===== src/rtl/tdm_demux.sv =====
// tdm_demux: receive end of a time-division multiplexed lane.
//
// Follows slot position from a frame-sync marker. Slots 0..SLOTS-2 are collected
// in a shadow register. The last slot goes straight into the parallel output
// together with the shadow contents, so the consumer only ever sees complete
// frames (double buffered).
//
// Ports:
//   clk          rising-edge clock
//   rst_n        synchronous reset, active low
//   en           sample enable; din/fsync are meaningful only when en=1
//   din          current slot word
//   fsync        marks din as slot 0 of a frame (qualified by en)
//   dout         last complete frame; slot k at dout[k*WIDTH +: WIDTH]
//   frame_valid  1-cycle pulse: dout just updated
//   sync_err     1-cycle pulse: framing error detected
//   locked       1 while the FSM is in LOCKED (this is the FSM state view)
//   cur_slot     slot index the next enabled sample will fill
//
// Handshake: there is no backpressure. Each enabled edge consumes one slot word.
// frame_valid is a single-cycle strobe, and dout stays stable until the next strobe
// or until reset.
module tdm_demux #(
    parameter int WIDTH = 8,
    parameter int SLOTS = 4,
    localparam int CW = $clog2(SLOTS)
) (
    input  logic                   clk,
    input  logic                   rst_n,
    input  logic                   en,
    input  logic [WIDTH-1:0]       din,
    input  logic                   fsync,
    output logic [SLOTS*WIDTH-1:0] dout,
    output logic                   frame_valid,
    output logic                   sync_err,
    output logic                   locked,
    output logic [CW-1:0]          cur_slot
);

    typedef enum logic {
        HUNT   = 1'b0,
        LOCKED = 1'b1
    } state_t;

    localparam logic [CW-1:0] LAST_SLOT = CW'(SLOTS - 1);

    state_t                      state;
    logic [CW-1:0]               cnt;
    // Slots 0..SLOTS-2 only. The last slot is written directly into dout.
    logic [(SLOTS-1)*WIDTH-1:0]  shadow;

    always_ff @(posedge clk) begin
        if (!rst_n) begin
            state       <= HUNT;
            cnt         <= '0;
            shadow      <= '0;
            dout        <= '0;
            frame_valid <= 1'b0;
            sync_err    <= 1'b0;
        end else begin
            // Both strobes default low, so each pulse lasts exactly one cycle.
            frame_valid <= 1'b0;
            sync_err    <= 1'b0;
            if (en) begin
                case (state)
                    HUNT: begin
                        if (fsync) begin
                            shadow[0 +: WIDTH] <= din;
                            cnt                <= CW'(1);
                            state              <= LOCKED;
                        end
                    end
                    LOCKED: begin
                        if (cnt == '0) begin
                            if (fsync) begin
                                shadow[0 +: WIDTH] <= din;
                                cnt                <= CW'(1);
                            end else begin
                                // Missing sync: lose lock and hunt again.
                                sync_err <= 1'b1;
                                cnt      <= '0;
                                state    <= HUNT;
                            end
                        end else if (fsync) begin
                            // Early sync: drop the partial frame and restart at slot 0.
                            sync_err           <= 1'b1;
                            shadow[0 +: WIDTH] <= din;
                            cnt                <= CW'(1);
                        end else if (cnt == LAST_SLOT) begin
                            dout        <= {din, shadow};
                            frame_valid <= 1'b1;
                            cnt         <= '0;
                        end else begin
                            for (int k = 1; k < SLOTS - 1; k++) begin
                                if (cnt == CW'(k)) begin
                                    shadow[k*WIDTH +: WIDTH] <= din;
                                end
                            end
                            cnt <= cnt + CW'(1);
                        end
                    end
                    default: begin
                        state <= HUNT;
                        cnt   <= '0;
                    end
                endcase
            end
        end
    end

    assign locked   = (state == LOCKED);
    assign cur_slot = cnt;

endmodule

===== config.mk =====
export PLATFORM = sky130hd
export DESIGN_NAME = tdm_demux
export DESIGN_NICKNAME = d
export VERILOG_FILES = /design/src/rtl/tdm_demux.sv
export SDC_FILE = /design/constraint.sdc
export NUM_CORES = 1
export LEC_CHECK = 0
export CAP_MARGIN = 20
export CORE_ASPECT_RATIO = 1.4
export CORE_MARGIN = 2
export CORE_UTILIZATION = 35
export DETAILED_ROUTE_END_ITERATION = 8
export REMOVE_ABC_BUFFERS = 1
export SETUP_SLACK_MARGIN = 0.5
export SLEW_MARGIN = 30
export SYNTH_ARGS = -nofsm -noshare
export SYNTH_HDL_FRONTEND = slang
export SYNTH_SLANG_ARGS = --single-unit
export TNS_END_PERCENT = 30

===== constraint.sdc =====
create_clock -name clk -period 2.4 [get_ports clk]
set_input_delay 0.48 -clock clk [delete_from_list [all_inputs] [get_ports clk]]
set_output_delay 0.48 -clock clk [all_outputs]
set_load 0.05 [all_outputs]

Yosys cells after proc, flatten, opt, wreduce, memory -nomap -nowiden
Index checks and enable logic that the tools add are counted.
{"block": "word_totals", "reg_bits": 61, "inputBits": 12, "output_inout_bits": 37}
{"block": "op_classes", "add_sub_neg": 1, "n_eq_ne": 4, "muxes": 13, "bitwise_logic": 6, "n_reduce_logical": 8}
{"cell": "6-bit AND reduction", "n": 2}
{"cell": "2-bit two-way mux", "n": 4}
{"cell": "8-bit two-way mux", "n": 1}
{"cell": "1-bit two-way mux", "n": 6}
{"cell": "1-bit inverter", "n": 6}
{"cell": "5-bit AND reduction", "n": 1}
{"cell": "5-bit OR reduction", "n": 1}
{"cell": "2-bit equality test (second input constant)", "n": 2}
{"cell": "2-bit one-hot mux with 2 select lines", "n": 1}
{"cell": "2-bit AND reduction", "n": 2}
{"cell": "3-bit AND reduction", "n": 1}
{"cell": "2-bit by 1-bit adder with 2-bit output (second input constant)", "n": 1}
{"cell": "2-bit by 1-bit equality test with 1-bit output (second input constant)", "n": 1}
{"cell": "2-bit logical NOT", "n": 1}
{"cell": "2-bit != test (second input constant)", "n": 1}
{"cell": "1-bit one-hot mux with 2 select lines", "n": 1}

Longest topological paths before layout
Gate-level depths: netlist of run 1.
{"block": "depth", "word_depth": 5, "mapped_depth": 9, "ltp_nobuf": 7}

Worst setup path after synthesis of run 1
Ideal clock, no wire load.
{"block": "synth_path", "path_type": "reg-to-reg", "startpoint": "register cnt[0] (netlist: cur_slot[0])", "endpoint": "register dout[20]", "setup_time_ns": 0.070, "arrival_time_ns": 1.859, "required_time_ns": 2.330, "path_slack_ns": 0.471, "path_stages_with_launch": 10, "path_cell_list": "dfxtp_1 inv_1 ha_1 inv_1 ha_1 and4_1 buf_4 buf_6 nand2_1 a21boi_1"}
{"block": "synth_via", "elab_chain_cells": 3, "elab_cells_between_ends": 4, "cone_classes": "eq/ne: 1; bitwise: 1; reduce/logical: 2"}
{"item": "from (decl)", "line_no": "48", "text": "logic [CW-1:0] cnt;"}
{"item": "from (signal assigned)", "line_no": "99", "text": "cnt <= cnt + CW'(1);"}
{"item": "2-bit logical NOT", "line_no": "74", "text": "if (cnt == '0) begin"}
{"item": "1-bit inverter (no source line)"}
{"item": "5-bit AND reduction (no source line) (*)"}
{"item": "to (signal assigned)", "line_no": "90", "text": "dout <= {din, shadow};"}
{"item": "to (decl)", "line_no": "33", "text": "output logic [SLOTS*WIDTH-1:0] dout,"}
Mark *: on every way between the ends. The rest lies on a longest branch, timed or not.
A chain may end at the register's enable or synchronous reset.

Worst setup path in the final report of run 1
{"block": "layout_path", "startpoint": "register dout[17]", "endpoint": "output dout[17]"}
No word-level cell between the ends.

==> results of run 1 <==
cell usage after synthesis (all sizes together):
master  count  area share (%)
a21boi     41              13
a22oi       2            0.62
and4        1            0.36
and4b       1            0.57
buf         9             2.7
clkbuf      9             1.4
dfxtp      61              51
ha          6             3.1
inv         4            0.62
mux2i      16             6.6
nand2     104              17
nand3       9             1.9
nand4       1            0.26
nor2        1            0.16
nor2b       1            0.26
nor4        1            0.26
o211ai      1            0.31
o21ai       2            0.41
or2b        1            0.31
sequential cells by signal (all words and copies together) (netlist names):
register	cells
dout	32
cur_slot	2
sync_err	1
frame_valid	1
locked	1
shadow	24
placed cells by master, fill, tap and decap left out, types with 2 or more instances in the layout:
cell             count
dlymetal6s2s_1      15
dfxtp_1             61
clkbuf_8            10
bufinv_16            3
a22oi_1              2
nand2_4              2
nand3_1              9
nand2_1            102
mux2i_1             16
clkbuf_1             2
inv_1                4
buf_12               2
o21ai_0              2
a21boi_1            30
ha_1                 6
a21boi_0            11
dlygate4sd2_1       11
clkdlybuf4s50_1     21
buf_4                4
stage by stage:
step	util, %	instances	power [mW]	hold slack (ns)
floorplan	-	253	1.10	0.431
global placement	44.8	399	1.16	0.441
detailed placement	44.8	399	1.16	0.444
CTS	48.2	415	2.27	0.455
global route	49.0	415	2.32	0.468
finish	49.0	415	2.25	0.450
cells by family (layout without fill, tap and decap cells):
| kind of cell | count (synthesis) | after routing | synth area share (%) |
|---|---|---|---|
| compound gates | 46 | 46 | 14.1 |
| fa+ha+maj | 6 | 6 | 3.11 |
| buf+inv | 22 | 74 | 4.77 |
| flops | 61 | 61 | 50.6 |
| mux | 16 | 16 | 6.63 |
| simple gates | 120 | 120 | 20.8 |
what timing repair did:
item	4_1_cts	5_1_grt
buffers inserted	0	0
setup endpoints to repair	37	59
resized for setup	11	18
power by group through the flow:
| stage | clock network [mW] | registers (mW) | logic [mW] |
|---|---|---|---|
| 2_1_floorplan | 0 | 1.06 | 0.0373 |
| 3_3_place_gp | 0 | 1.05 | 0.108 |
| 3_5_place_dp | 0 | 1.05 | 0.108 |
| 4_1_cts | 1.14 | 1.03 | 0.107 |
| 5_1_grt | 1.18 | 1.03 | 0.119 |
| 6_report | 1.11 | 1.03 | 0.106 |
final cells by class:
cell class	count	area (sq um)
timing repair buffer	54	569
clock inverter	4	95.1
multi-input combinational	188	1080
fill	651	3370
clock buffer	12	145
sequential	61	1220
tap	92	115
inverter	4	15.0
final timing paths:
| check | start | cells past startpoint | to |
|---|---|---|---|
| min | dout[24]$_SDFFE_PN0P_ | 2 | dout[24]$_SDFFE_PN0P_ |
| max reg2reg | cur_slot[1]$_SDFFE_PN0P_ | 8 | dout[19]$_SDFFE_PN0P_ |
| max | dout[17]$_SDFFE_PN0P_ | 1 | dout[17] |
| min reg2reg | dout[24]$_SDFFE_PN0P_ | 2 | dout[24]$_SDFFE_PN0P_ |
metal layers:
metal | share of wire [%] | vias up | GRT usage [%]
li1 | - | 982 | -
met1 | 45 | 873 | 17.7
met2 | 49 | 35 | 24.8
met3 | 3.5 | 11 | 3.94
met4 | 2.7 | 0 | 8.81
met5 | 0 | - | 0
==> impl_metrics.env, run 1 <==
export IMPL_status="complete, no violations"
export IMPL_gp_congestion=0.702
export IMPL_grt_pass1_wl_mm=8.68
export IMPL_fp_dieH_um=102
export IMPL_worstPathMaxFanout=2
export IMPL_p_leak_nw=1.60
export IMPL_cts_tree="yes"
export IMPL_critPathKind="reg2out"
export IMPL_cp_top_family="buffers and inverters"
export IMPL_placed_cell_area_sq_um=2960
export IMPL_drtIter0Drc=96
export IMPL_crit_slowest_cell="clkdlybuf4s50_1"
export IMPL_power_density_nw_per_um2=694
export IMPL_htreeDepth=3
export IMPL_cp_end_kind="output pin"
export IMPL_cp_num_buf_inv=1
export IMPL_grt_overflow_total=0
export IMPL_finalMaxSlewViolations=0
export IMPL_setup_tns_ns=0
export IMPL_pre_cts_ws_ns=0.461
export IMPL_drv_cap=0
export IMPL_synthCells=271
export IMPL_antenna_found_initial=0
export IMPL_holdBufCountCts=0
export IMPL_syn_avg_cell_area_sq_um=8.91
export IMPL_fin_skew_ns=0.00578
export IMPL_rrSetupSlack_ns=0.67
export IMPL_clk_pin_slew_worst_paths_ns=0.07
export IMPL_drive_gt1_share_pct=7.43
export IMPL_vias=1901
export IMPL_start_util_pct=36.5
export IMPL_worst_slew_pin_slew_ns=0.583
export IMPL_core_area_sq_um=6610
export IMPL_cp_cell_sequence="clkdlybuf4s50_1"
export IMPL_die_x_um=74.2
export IMPL_critPathMaxStageDelay_ns=0.80
export IMPL_routedWlPerCell_um=12.5
export IMPL_grt_max_degree=39
export IMPL_p_seq_share_pct=45.8
export IMPL_io_pins=49
export IMPL_ys_seq_area_share_pct=50.6
export IMPL_clkPwrFrac_pct=49.5
export IMPL_antenna_cells=0
export IMPL_switching_share_pct=20.6
export IMPL_max_freq_ghz=0.513
export IMPL_nets=336
export IMPL_rsz0062_at_grt="yes"
export IMPL_p_int_mw=1.78
export IMPL_firstDrtPassIters=6
export IMPL_num_rows=35
export IMPL_via_per_inst=4.58
export IMPL_clock_latency_ns=0.34
export IMPL_die_area_sq_um=7590
export IMPL_grt_pass1_vias=1864
export IMPL_numCtsBuffers=9
export IMPL_drcViolationCount=0
export IMPL_postRouteAntennaNets=0
export IMPL_power_switching_uw=464
export IMPL_fin_area_sq_um=3240
export IMPL_period_minus_slack_ns=1.95
export IMPL_setup_viol=0
export IMPL_syn_area_sq_um=2410
export IMPL_setup_ws_ns=0.449
export IMPL_cts_root_buf="clkbuf_8"
export IMPL_critPathArrivalTime_ns=1.47
export IMPL_slew_headroom_pct=61.1
export IMPL_p_comb_share_pct=4.7
export IMPL_syn_to_final_growth_pct=34.1
export IMPL_cp_required_ns=1.92
export IMPL_yosys_warnings=0
export IMPL_yosysUniqueCellTypes=23
export IMPL_finalHoldViolCount=0
export IMPL_synth_seq_cells=61
export IMPL_critical_path_startpoint_type="flop"
export IMPL_track_usage_pct=15.2
export IMPL_cts_path_max_buffers=2
export IMPL_dpl_hpwl_mm=3.37
export IMPL_wirelength_mm=5.19
export IMPL_clock_sinks=61
export IMPL_hold_path_class="reg2reg"
export IMPL_port_buffers=48
export IMPL_finalCritPeriodShare_pct=81.3
export IMPL_ir_worst_vdd_v=0.000341
No activity file was read; power rests on OpenSTA's default activity.
==> run 2, diff against run 1 <==
- clock period: 2.4 -> 1.94 ns (I/O delays scaled with it)
==> impl_metrics.env, run 2 (synthesis results as in run 1) <==
export IMPL_finalCritPeriodShare_pct=79.3
export IMPL_wirelength_mm=5.56
export IMPL_critPathKind="reg2out"
export IMPL_io_pins=49
export IMPL_cts_root_buf="clkbuf_8"
export IMPL_cp_cell_sequence="clkdlybuf4s15_1"
export IMPL_start_util_pct=36.5
export IMPL_setup_viol=0
export IMPL_highest_layer="met4"
export IMPL_port_buffers=48
export IMPL_nFillCells=637
export IMPL_fp_dieH_um=102
export IMPL_largest_reg_flops=32
export IMPL_whs_ns=0.450
export IMPL_dr_wl_met2_mm=2.84
export IMPL_cp_required_ns=1.55
export IMPL_multiInputGateArea_sq_um=1280
export IMPL_startpoint="dout[25]$_SDFFE_PN0P_"
export IMPL_die_x_um=74.2
export IMPL_grt_max_degree=34
export IMPL_clock_latency_ns=0.33
export IMPL_fin_area_sq_um=3440
export IMPL_path_depth=1
export IMPL_critPathArrivalTime_ns=1.15
export IMPL_rsz0062_at_grt="yes"
export IMPL_dpl_hpwl_mm=3.36
export IMPL_finalHoldViolCount=0
export IMPL_fin_skew_ns=0.00662
export IMPL_ir_worst_vdd_v=0.000378
export IMPL_critPathMaxStageDelay_ns=0.49
export IMPL_cp_top_family="buffers and inverters"
export IMPL_firstDrtPassIters=4
export IMPL_grt_pass1_wl_mm=8.82
export IMPL_final_common_cell="nand2_1"
export IMPL_slew_headroom_pct=67.0
export IMPL_rrSetupSlack_ns=0.42
export IMPL_placed_cell_area_sq_um=2990
export IMPL_seqCellArea_sq_um=1220
export IMPL_status="complete, no violations"
export IMPL_num_rows=35
export IMPL_drcViolationCount=0
export IMPL_p_leak_nw=1.58
export IMPL_cts_path_max_buffers=2
export IMPL_drtIter0Drc=73
export IMPL_endpoint="dout[25]"
export IMPL_finalMaxSlewViolations=0
export IMPL_core_area_sq_um=6610
export IMPL_max_freq_ghz=0.650
export IMPL_clk_pin_slew_worst_paths_ns=0.07
export IMPL_cp_num_buf_inv=1
export IMPL_hold_path_class="reg2reg"
export IMPL_regMostFlops="dout"
export IMPL_postRouteAntennaNets=0
export IMPL_grt_pass1_vias=1907
export IMPL_stdcell_count=421
export IMPL_worstPathMaxFanout=2
export IMPL_mostFrequentLayoutCells="nand2_1 (83), dfxtp_1 (59), a21boi_1 (21)"
export IMPL_worst_slew_pin_slew_ns=0.497
export IMPL_syn_to_final_growth_pct=42.3
export IMPL_vias=1981
export IMPL_routedWlPerCell_um=13.2
export IMPL_grt_overflow_total=0
export IMPL_drt_met1_wl_mm=2.47
export IMPL_drv_cap=0
export IMPL_reg2reg_to="dout[20]$_SDFFE_PN0P_"
export IMPL_crit_slowest_cell="clkdlybuf4s15_1"
export IMPL_dpl_cell_count=401
export IMPL_track_usage_pct=15.4
export IMPL_antenna_found_initial=0
export IMPL_rr_worst_depth=8
export IMPL_worstReg2RegStart="cur_slot[1]$_SDFFE_PN0P_"
export IMPL_clock_sinks=61
export IMPL_die_area_sq_um=7590
export IMPL_wl_met3_um=150
export IMPL_via_per_inst=4.71
export IMPL_nets=342
export IMPL_holdBufCountCts=0
export IMPL_drive_gt1_share_pct=28.6
export IMPL_critical_path_startpoint_type="flop"
export IMPL_cts_tree="yes"
export IMPL_numCtsBuffers=9
export IMPL_cp_end_kind="output pin"
export IMPL_power_density_nw_per_um2=688
export IMPL_htreeDepth=3
export IMPL_gp_congestion=0.747
export IMPL_period_minus_slack_ns=1.54
export IMPL_antenna_cells=0
==> run 2: cell types whose count changed in the layout (fill, tap and decap cells not counted), moves of 11 or more <==
cell / delta
nand2_1: -19
dlymetal6s2s_1: -15
clkdlybuf4s15_2: +12
a21boi_2: +11
clkdlybuf4s50_1: -11
clkdlybuf4s15_1: +11
dlygate4sd2_1: -11
nand2_4: +18
==> run 2: worst min-delay path by stage <==
stage / depth (start not counted) / from / to / slack [ns]
after detailed placement: 2 / shadow[16]$_SDFFE_PN0P_ / dout[16]$_SDFFE_PN0P_ / 0.44
final: 2 / shadow[16]$_SDFFE_PN0P_ / dout[16]$_SDFFE_PN0P_ / 0.45
after floorplan: 2 / shadow[0]$_SDFFE_PN0P_ / dout[0]$_SDFFE_PN0P_ / 0.43
after global placement: 2 / shadow[20]$_SDFFE_PN0P_ / dout[20]$_SDFFE_PN0P_ / 0.44
after global routing: 2 / dout[23]$_SDFFE_PN0P_ / dout[23]$_SDFFE_PN0P_ / 0.46
after CTS: 2 / shadow[16]$_SDFFE_PN0P_ / dout[16]$_SDFFE_PN0P_ / 0.45
==> run 2: where the power goes <==
| part | internal (mW) | switching [mW] | total [mW] |
|---|---|---|---|
| logic | 0.0694 | 0.0860 | 0.155 |
| clock network | 0.455 | 0.479 | 0.934 |
| registers | 1.26 | 0.0116 | 1.28 |
==> run 2: layout make-up <==
type | count | share of cell area (%)
inverter | 4 | 0.655
multi-input combinational | 188 | 37.4
clock buffer | 11 | 3.82
sequential | 61 | 35.6
tap | 92 | 3.35
clock inverter | 5 | 0.801
timing repair buffer | 60 | 18.4
==> run 2: what timing repair did <==
item | in CTS | in global routing
resized for setup | 108 | 61
setup buffers | 0 | 1
setup endpoints to repair | 73 | 86
endpoints found under the hold margin | 0 | 0
cloned | 2 | 1
pin swaps | 0 | 38
==> run 2: routing by layer <==
| metal | global-route usage [%] | up-vias |
|---|---|---|
| met5 | 0 | - |
| met4 | 7.83 | 0 |
| met3 | 3.65 | 7 |
| met2 | 25.8 | 37 |
| met1 | 18.1 | 937 |
| li1 | - | 1000 |
==> run 2: metrics by stage <==
step                      power [mW]  util [%]  setup slack [ns]  setup TNS, ns
after floorplan                 1.36         -            -0.469         -14.86
after global placement          1.44      45.3             0.154              0
after detailed placement        1.44      45.3             0.128              0
after CTS                       2.38      48.3             0.381              0
after global routing            2.46      52.0             0.342              0
final                           2.36      52.0             0.402              0
==> edit: new RTL, flow settings as in run 2 <==
`SLOTS`: 4 -> 2.
--- a/src/rtl/tdm_demux.sv
+++ b/src/rtl/tdm_demux.sv
@@ -24,3 +24,3 @@
     parameter int WIDTH = 8,
-    parameter int SLOTS = 4,
+    parameter int SLOTS = 2,
     localparam int CW = $clog2(SLOTS)
Ports: changed (resized cur_slot and dout); port bits go from 49 to 32. No check against the original RTL was run, so the function may have changed too.
==> edit against run 2 <==
Area after synthesis is 53% lower. Wire length is 59% lower. Synthesized cell count is 55% lower. Count of clock-buffer cells in the layout is 8 lower. Design area is 56% lower. Sequential cell count is 33 lower. Worst setup slack better by 0.029 ns. Sequential power is 54% lower. Critical endpoint is now dout[10]. Power is 57% lower.
==> edit: results (changes against run 2) <==
- Metal2 WL: 1145 um (-60%)
- Met3 WL: 57 um (-62%)
- Largest net degree at the start of global routing: 22 (-35%)
- H-tree depth: 1 (-2)
- Final nets: 168 (-51%)
- Reg2reg end: dout[15]$_SDFFE_PN0P_
- Post-synth cell types: 18 (-22%)
- Peak VDD IR: 0.4341 mV (+15%)
- Setup crit end: dout[10]
- Met2 Usage GRT: 0.2208 (-0.03674)
- Critical Path AT: 1.12 ns (-0.03 ns)
- First-pass GRT wire length: 3905 um (-56%)
- Met3 usage: 0.01250 (-0.02399)
- Outcome: finished clean
- Vias in the first global route: 900 (-53%)
- Port Buffers: 31 (-35%)
- Post-synthesis sequential area ratio: 0.4912 (-0.01447)
- GPL Wtd Cong: 0.7178 (-3.9%)
- Fill cells: 325 (-49%)
- Reg2reg start: locked$_SDFFE_PN0P_
- Initial DRC Count: 10 (-86%)
- Lkg Pwr: 0.5793 nW (-63%)
- Mux contribution to synthesized area: 0.1404 (+0.07403)
- Hold slack: 0.4548 ns (+0.004375 ns)
- Max transition margin: 0.6746 (+0.004658)
- Top cells by area, synth: dfxtp_1 49%, mux2i_1 14%, nand2_1 11%
- Final setup margin: 0.4307 ns (+0.02921 ns)
- HPWL after detailed placement: 1656 um (-51%)
- Post-synthesis compound-gate area fraction: 0.1305 (-0.01045)
- Clock skew: 0.004358 ns (-0.002258 ns)
- Synth cell count leaders: 33 x nand2_1, 28 x dfxtp_1, 16 x mux2i_1
- Metal-1 WL: 1018 um (-59%)
## edit: cell count changes in the layout (fill, tap and decap cells not counted), sizes merged, moves of 10 or more
cell and change:
dfxtp -33, clkdlybuf4s15 -12, a21boi -41, a21oi +10
buf -15, nand2 -71
## edit: repair_timing
action / in CTS / in global routing
setup endpoints to repair: 19 / 15
gates cloned: 0 / 0
resized for setup: 29 / 14
## edit: layout make-up
class | instances | area, um2 | area share
sequential | 28 | 560.5 | 0.3693
multi-input combinational | 82 | 509.2 | 0.3355
timing repair buffer | 37 | 346.6 | 0.2284
tap | 39 | 48.80 | 0.03215
clock buffer | 3 | 41.29 | 0.02721
inverter | 3 | 11.26 | 0.007420
## edit: power by group through the flow
stage	Clock [mW]	Sequential [mW]	Combinational, mW
after global placement	0	0.607	0.115
after global routing	0.338	0.596	0.126
final	0.303	0.594	0.115
after CTS	0.321	0.594	0.116
after floorplan	0	0.621	0.0327
after detailed placement	0	0.607	0.117
